File: src/rtl/monitor_energia_pkg.sv
// monitor_energia_pkg: shared FSM encoding, default parameters and width helper
package monitor_energia_pkg;

    typedef enum logic [1:0] {INICIO, ACUMULA, LLENO} estado_t;

    localparam int N_CANALES_DEF = 8;
    localparam int W_PESO_DEF    = 4;
    localparam int W_ACUM_DEF    = 16;
    localparam int VENTANA_DEF   = 16;

    function automatic int clog2(input int v);
        int r;
        r = 0;
        while ((1 << r) < v) r++;
        return r;
    endfunction

endpackage

File: src/rtl/monitor_energia_detector_flancos.sv
// monitor_energia_detector_flancos: rising-edge detector with per-channel weighted sum
// Ports: clk, reset (async, active-high), i_en (sample enable), i_senales (nets),
//        i_pesos (per-channel weights), o_incremento (weighted rising-edge sum, combinational)
module monitor_energia_detector_flancos
    import monitor_energia_pkg::*;
#(
    parameter int N_CANALES = N_CANALES_DEF,
    parameter int W_PESO    = W_PESO_DEF
) (
    input  logic                                    clk,
    input  logic                                    reset,
    input  logic                                    i_en,
    input  logic [N_CANALES-1:0]                    i_senales,
    input  logic [N_CANALES*W_PESO-1:0]             i_pesos,
    output logic [W_PESO+clog2(N_CANALES+1)-1:0]    o_incremento
);
    localparam int W_INC = W_PESO + clog2(N_CANALES + 1);

    logic [N_CANALES-1:0] r_prev;
    logic [N_CANALES-1:0] w_subida;

    assign w_subida = i_senales & ~r_prev;

    always_ff @(posedge clk or posedge reset) begin
        if (reset)
            r_prev <= '0;
        else if (i_en)
            r_prev <= i_senales;
    end

    always_comb begin
        o_incremento = '0;
        for (int i = 0; i < N_CANALES; i++)
            o_incremento = o_incremento + (w_subida[i] ? W_INC'(i_pesos[i*W_PESO +: W_PESO]) : W_INC'(0));
    end

endmodule

File: src/rtl/monitor_energia.sv
// monitor_energia: windowed switching-energy accumulator with valid/ack result handshake
// Ports: clk, reset (async, active-high), en (sample enable), senales (monitored nets),
//        pesos (per-net weights), energia/valido (window result), ack (consumer accept),
//        desborde (sticky overflow), perdida (sticky dropped result)
// Build option: DESBORDE_SAT_EN makes the accumulator saturate instead of wrapping.
module monitor_energia
    import monitor_energia_pkg::*;
#(
    parameter int N_CANALES = N_CANALES_DEF,
    parameter int W_PESO    = W_PESO_DEF,
    parameter int W_ACUM    = W_ACUM_DEF,
    parameter int VENTANA   = VENTANA_DEF
) (
    input  logic                        clk,
    input  logic                        reset,
    input  logic                        en,
    input  logic [N_CANALES-1:0]        senales,
    input  logic [N_CANALES*W_PESO-1:0] pesos,
    output logic [W_ACUM-1:0]           energia,
    output logic                        valido,
    input  logic                        ack,
    output logic                        desborde,
    output logic                        perdida
);
    localparam int W_INC  = W_PESO + clog2(N_CANALES + 1);
    localparam int W_SUMA = (W_INC > W_ACUM ? W_INC : W_ACUM) + 1;
    localparam int W_CNT  = clog2(VENTANA);
    localparam logic [W_SUMA-1:0] MAX_ACUM = W_SUMA'({W_ACUM{1'b1}});

    estado_t             r_estado, w_estado_sig;
    logic [W_ACUM-1:0]   r_acum, r_energia, w_acum_sig;
    logic [W_CNT-1:0]    r_cnt;
    logic                r_desborde, r_perdida;
    logic [W_INC-1:0]    w_inc;
    logic [W_SUMA-1:0]   w_suma;
    logic                w_activo, w_cierre, w_exceso, w_cargar, w_perder;

    monitor_energia_detector_flancos #(
        .N_CANALES (N_CANALES),
        .W_PESO    (W_PESO)
    ) u_detector (
        .clk          (clk),
        .reset        (reset),
        .i_en         (en),
        .i_senales    (senales),
        .i_pesos      (pesos),
        .o_incremento (w_inc)
    );

    // Extra headroom bit exposes the carry-out of the accumulation.
    assign w_suma   = W_SUMA'(r_acum) + W_SUMA'(w_inc);
    assign w_exceso = w_suma > MAX_ACUM;
`ifdef DESBORDE_SAT_EN
    assign w_acum_sig = w_exceso ? {W_ACUM{1'b1}} : w_suma[W_ACUM-1:0];
`else
    assign w_acum_sig = w_suma[W_ACUM-1:0];
`endif

    // INICIO only primes the previous-sample register; nothing is counted there.
    assign w_activo = en && (r_estado != INICIO);
    assign w_cierre = w_activo && (r_cnt == W_CNT'(VENTANA - 1));

    always_comb begin
        w_estado_sig = r_estado;
        w_cargar     = 1'b0;
        w_perder     = 1'b0;
        case (r_estado)
            INICIO:  w_estado_sig = en ? ACUMULA : INICIO;
            ACUMULA: begin
                w_cargar     = w_cierre;
                w_estado_sig = w_cierre ? LLENO : ACUMULA;
            end
            LLENO: begin
                w_cargar     = w_cierre && ack;
                w_perder     = w_cierre && !ack;
                w_estado_sig = (!w_cierre && ack) ? ACUMULA : LLENO;
            end
            default: w_estado_sig = INICIO;
        endcase
    end

    always_ff @(posedge clk or posedge reset) begin
        if (reset)
            r_estado <= INICIO;
        else
            r_estado <= w_estado_sig;
    end

    always_ff @(posedge clk or posedge reset) begin
        if (reset) begin
            r_acum     <= '0;
            r_cnt      <= '0;
            r_energia  <= '0;
            r_desborde <= 1'b0;
            r_perdida  <= 1'b0;
        end else begin
            if (w_activo) begin
                r_acum     <= w_cierre ? '0 : w_acum_sig;
                r_cnt      <= w_cierre ? '0 : r_cnt + 1'b1;
                r_desborde <= r_desborde | w_exceso;
            end
            if (w_cargar)
                r_energia <= w_acum_sig;
            if (w_perder)
                r_perdida <= 1'b1;
        end
    end

    assign energia  = r_energia;
    assign valido   = (r_estado == LLENO);
    assign desborde = r_desborde;
    assign perdida  = r_perdida;

endmodule

File: config.mk
export PLATFORM = sky130hd
export DESIGN_NAME = monitor_energia
export DESIGN_NICKNAME = d
export VERILOG_FILES = /design/src/rtl/monitor_energia_pkg.sv /design/src/rtl/monitor_energia_detector_flancos.sv /design/src/rtl/monitor_energia.sv
export SDC_FILE = /design/constraint.sdc
export NUM_CORES = 1
export LEC_CHECK = 0
export ABC_CLOCK_PERIOD_IN_PS = 4750
export BUFFER_PORTS_ARGS = -buffer_cell sky130_fd_sc_hd__buf_2
export CORE_MARGIN = 2
export CORE_UTILIZATION = 52
export CTS_BUF_LIST = sky130_fd_sc_hd__clkbuf_8
export DETAILED_ROUTE_END_ITERATION = 12
export GPL_ROUTABILITY_DRIVEN = 1
export PLACE_DENSITY = 0.9
export RECOVER_POWER = 50
export SYNTH_ARGS = -nofsm -noshare
export SYNTH_HDL_FRONTEND = slang
export SYNTH_SLANG_ARGS = --single-unit
File: constraint.sdc
create_clock -name clk -period 4.75 [get_ports clk]
set_input_delay 0.95 -clock clk [delete_from_list [all_inputs] [get_ports clk]]
set_output_delay 0.95 -clock clk [all_outputs]
set_load 0.1 [all_outputs]
==> results by group <==
CTS
  – Post-CTS Hold Fix Bufs: 0
  – Clk Tree Root Cell: clkbuf_8
  – H-tree levels: 2
  – Clk slew on worst S/H paths: 0.10 ns
  – CTS tree: yes
  – Inserted Clock Buffers: 5
  – Clk_lat worst skew: 0.32 ns
  – Clock Path Buffers: 2
  – TritonCTS Sinks: 48

Pwr
  – Leak: 2.14 nW
  – Internal Pwr Total: 1.30 mW
  – Seq pwr share: 0.244
  – Worst vdd ir: 0.431 mV
  – PD cells: 548 nW/µm²
  – Sw Share: 0.463
  – NetSw: 1.12 mW
  – Clock power share: 0.152
  – Comb pwr share: 0.604

Final layout
  – Ant. Diodes: 0
  – Share of cells above drive strength 1: 0.398
  – Filler Cell Count: 419
  – Area of the multi-input gates: 2260 µm²
  – Reg area: 1200 µm²
  – Area delta synth->final: 30.7%
  – Post-Layout Cell Count: 507
  – Fin nets: 516

STA
  – Worst rel slew slack: -0.203
  – Final worst-path cycle share: 1.16
  – FMAX: 0.182 GHz
  – Layout Skew: 0.00608 ns
  – Worst setup margin: -0.756 ns
  – Hold Vio Cnt, Final: 0
  – Max-slew violations: 49
  – RSZ-0062 raised after global routing: yes
  – WHS: 0.464 ns
  – # setup viols final: 25
  – Crit path time final: 5.51 ns
  – Worst-margin pin slew: 1.80 ns

GRT
  – Vias in the first global route: 3128
  – Total global routing overflow: 0
  – All-Layer GR Usage: 0.252
  – Pin count of the biggest net entering global routing: 49
  – First-pass GRT wire length: 14.4 mm
  – Antenna violations before repair: 0

Placement
  – Global placement routability congestion: 0.914
  – Placed cells: 490
  – Pre-CTS setup slack: -1.06 ns
  – DPL Wire Length: 5.63 mm
  – Port-buffer cells: 62

Logic synthesis
  – Async SR Flop Fraction: 1.00
  – Post-Syn Area: 3390 µm²
  – Yosys warnings: 0
  – Post-synthesis cell count: 339
  – Mapped Avg Cell Area: 9.99 µm²
  – EDFF count, synth: 0
  – Prevailing post-synth register cell: dfrtp_1
  – #FFs+latches synth: 48
  – Count of cell types in the netlist: 46
  – Mapped Nets: 426
  – Post-synthesis sequential area ratio: 0.355

Hold path
  – Hold crit path type: reg -> reg

Worst setup path
  – Worst path cell trace: buf_2 > nor2b_4 > nand2_1 > fa_1 > inv_1 > fa_1 > inv_1 > fa_1 > fa_1 > inv_1 > ha_1 > xor2_1 > ha_1 > and2_4 > a221o_1 > o211ai_4 > buf_12 > buf_6 > a31oi_2 > mux2i_1
  – CP Max Fanout: 6
  – Worst path buffer plus inverter count: 6
  – Critical Path RT: 4.98 ns
  – Type of the worst setup path: in -> reg
  – CP most frequent cell: fa_1
  – Crit path launch type: primary input
  – Critical Path Sink Type: flip-flop
  – CP max stage cell: fa_1
  – Top delay family on crit path: adder cells
  – Worst EP arrival: 5.73 ns
  – Crit-path max cell delay: 0.58 ns

Outcome
  – Failing checks: max-capacitance violations, max-slew violations, negative setup slack
  – Outcome: complete, but fails checks

Die
  – Die area: 7170 µm²
  – Die Wd: 84.7 µm
  – Core area: 6310 µm²
  – Starting Density: 0.536
  – Die height: 84.7 µm
  – FP Rows: 29
  – Ports: 63

Route
  – DR pass1 iterations: 5
  – Vias per Instance: 5.85
  – DR iter-0 viols: 330
  – Routed len/inst: 18.9 µm
  – Detailed-route DRC error count: 0
  – DR vias: 2964
  – Routed Antenna Nets: 0
  – Drt total wl: 9.57 mm

Flow run
  – Max_cap viols: 1
==> cells by family after synthesis <==
logic type / share of synthesized area
mux: 0.0362
compound gates: 0.143
simple gates: 0.160
flops: 0.355
fa+ha+maj: 0.212
xor+xnor: 0.0414
buf+inv: 0.0528
==> power groups by stage <==
stage / sequential, mW / clock, mW / combinational (mW)
2_1_floorplan: 0.756 / 0 / 0.787
6_report: 0.592 / 0.368 / 1.47
3_3_place_gp: 0.581 / 0 / 1.21
4_1_cts: 0.583 / 0.370 / 1.35
5_1_grt: 0.604 / 0.385 / 1.56
3_5_place_dp: 0.589 / 0 / 1.27
==> area by class of cell <==
| cell class | count | share of cell area |
|---|---|---|
| sequential | 48 | 0.271 |
| timing repair buffer | 93 | 0.137 |
| inverter | 33 | 0.0280 |
| clock inverter | 3 | 0.0155 |
| tap | 77 | 0.0218 |
| multi-input combinational | 248 | 0.510 |
| clock buffer | 5 | 0.0155 |
==> synthesized netlist by cell type (all sizes together) (3+ instances only) <==
cell type  instances  share of area
a21o               5          0.011
a22o               4          0.010
ha                19          0.070
o21ai             29          0.043
buf                4         0.0096
xor2               7          0.018
inv               33          0.037
nand3              4         0.0059
and2              23          0.043
nand4              3         0.0055
dfrtp             48           0.35
nand2             51          0.058
nor2b             10          0.018
fa                24           0.14
mux2              10          0.033
o31ai              6          0.015
xnor2              9          0.023
a21oi             10          0.019
nor2              11          0.012
clkbuf             6         0.0066
==> through the flow <==
| step | utilization | total power, mW | setup TNS, ns | area (µm²) |
|---|---|---|---|---|
| global route | 0.701 | 2.55 | -18.14 | 4430 |
| floorplan | - | 1.54 | -13.47 | 3480 |
| detailed placement | 0.633 | 1.86 | -23.15 | 4000 |
| CTS | 0.673 | 2.30 | -12.14 | 4250 |
| finish | 0.701 | 2.43 | -14.87 | 4430 |
| global placement | 0.633 | 1.79 | -19.55 | 4000 |
==> cells in the final DEF (no fill, tap or decap), types with 7 or more instances in the layout <==
cell and count:
buf_2 58, dfrtp_1 48, nand2_1 46, inv_1 27, buf_4 23, o21ai_1 18, fa_1 17, ha_1 16
and2_1 14, nor2_1 10, and2_4 9, o21ai_0 9, buf_6 9, mux2_2 8, fa_2 7
==> final timing paths <==
| path | startpoint | endpoint | slack (ns) | cells past startpoint |
|---|---|---|---|---|
| max | senales[4] | r_acum[7]$_DFFE_PP0P_ | -0.76 | 20 |
| min in group asynchronous | reset | perdida$_DFFE_PP0P_ | 1.19 | 2 |
| min reg2reg | desborde$_DFFE_PP0P_ | desborde$_DFFE_PP0P_ | 0.46 | 1 |
| max reg2reg | u_detector.r_prev[4]$_DFFE_PP0P_ | r_acum[7]$_DFFE_PP0P_ | -0.44 | 19 |
| max in group asynchronous | reset | r_acum[1]$_DFFE_PP0P_ | 2.51 | 2 |
| min | desborde$_DFFE_PP0P_ | desborde$_DFFE_PP0P_ | 0.46 | 1 |
==> timing repair <==
item / CTS / global route
setup endpoints to repair: 25 / 25
resized for setup: 26 / 24
buffers inserted: 5 / 6
cloned: 0 / 0
pin swaps: 23 / 23
==> worst reg2reg max path, cell delays in order (launching register included) <==
cell	delay, ns
dfrtp_1	0.43
nor2b_4	0.18
nand2_1	0.11
fa_1	0.50
inv_1	0.06
fa_1	0.42
inv_1	0.08
fa_1	0.44
fa_1	0.58
inv_1	0.08
ha_1	0.37
xor2_1	0.19
ha_1	0.31
and2_4	0.15
a221o_1	0.37
o211ai_4	0.21
buf_12	0.17
buf_6	0.10
a31oi_2	0.09
mux2i_1	0.25
==> layer usage <==
metal	GRT usage	up-vias	routed length, µm
met5	0	-	0
met3	0.0541	53	631
met4	0.111	0	417
met1	0.307	1444	3810
li1	-	1301	-
met2	0.432	166	4710
==> sequential cells by signal, summed over array words and instances (netlist names) <==
register and flops:
r_cnt 4, perdida 1, energia 16, desborde 1, r_acum 16, u_detector.r_prev 8, r_estado 2
(Power assumes the default switching activity.)
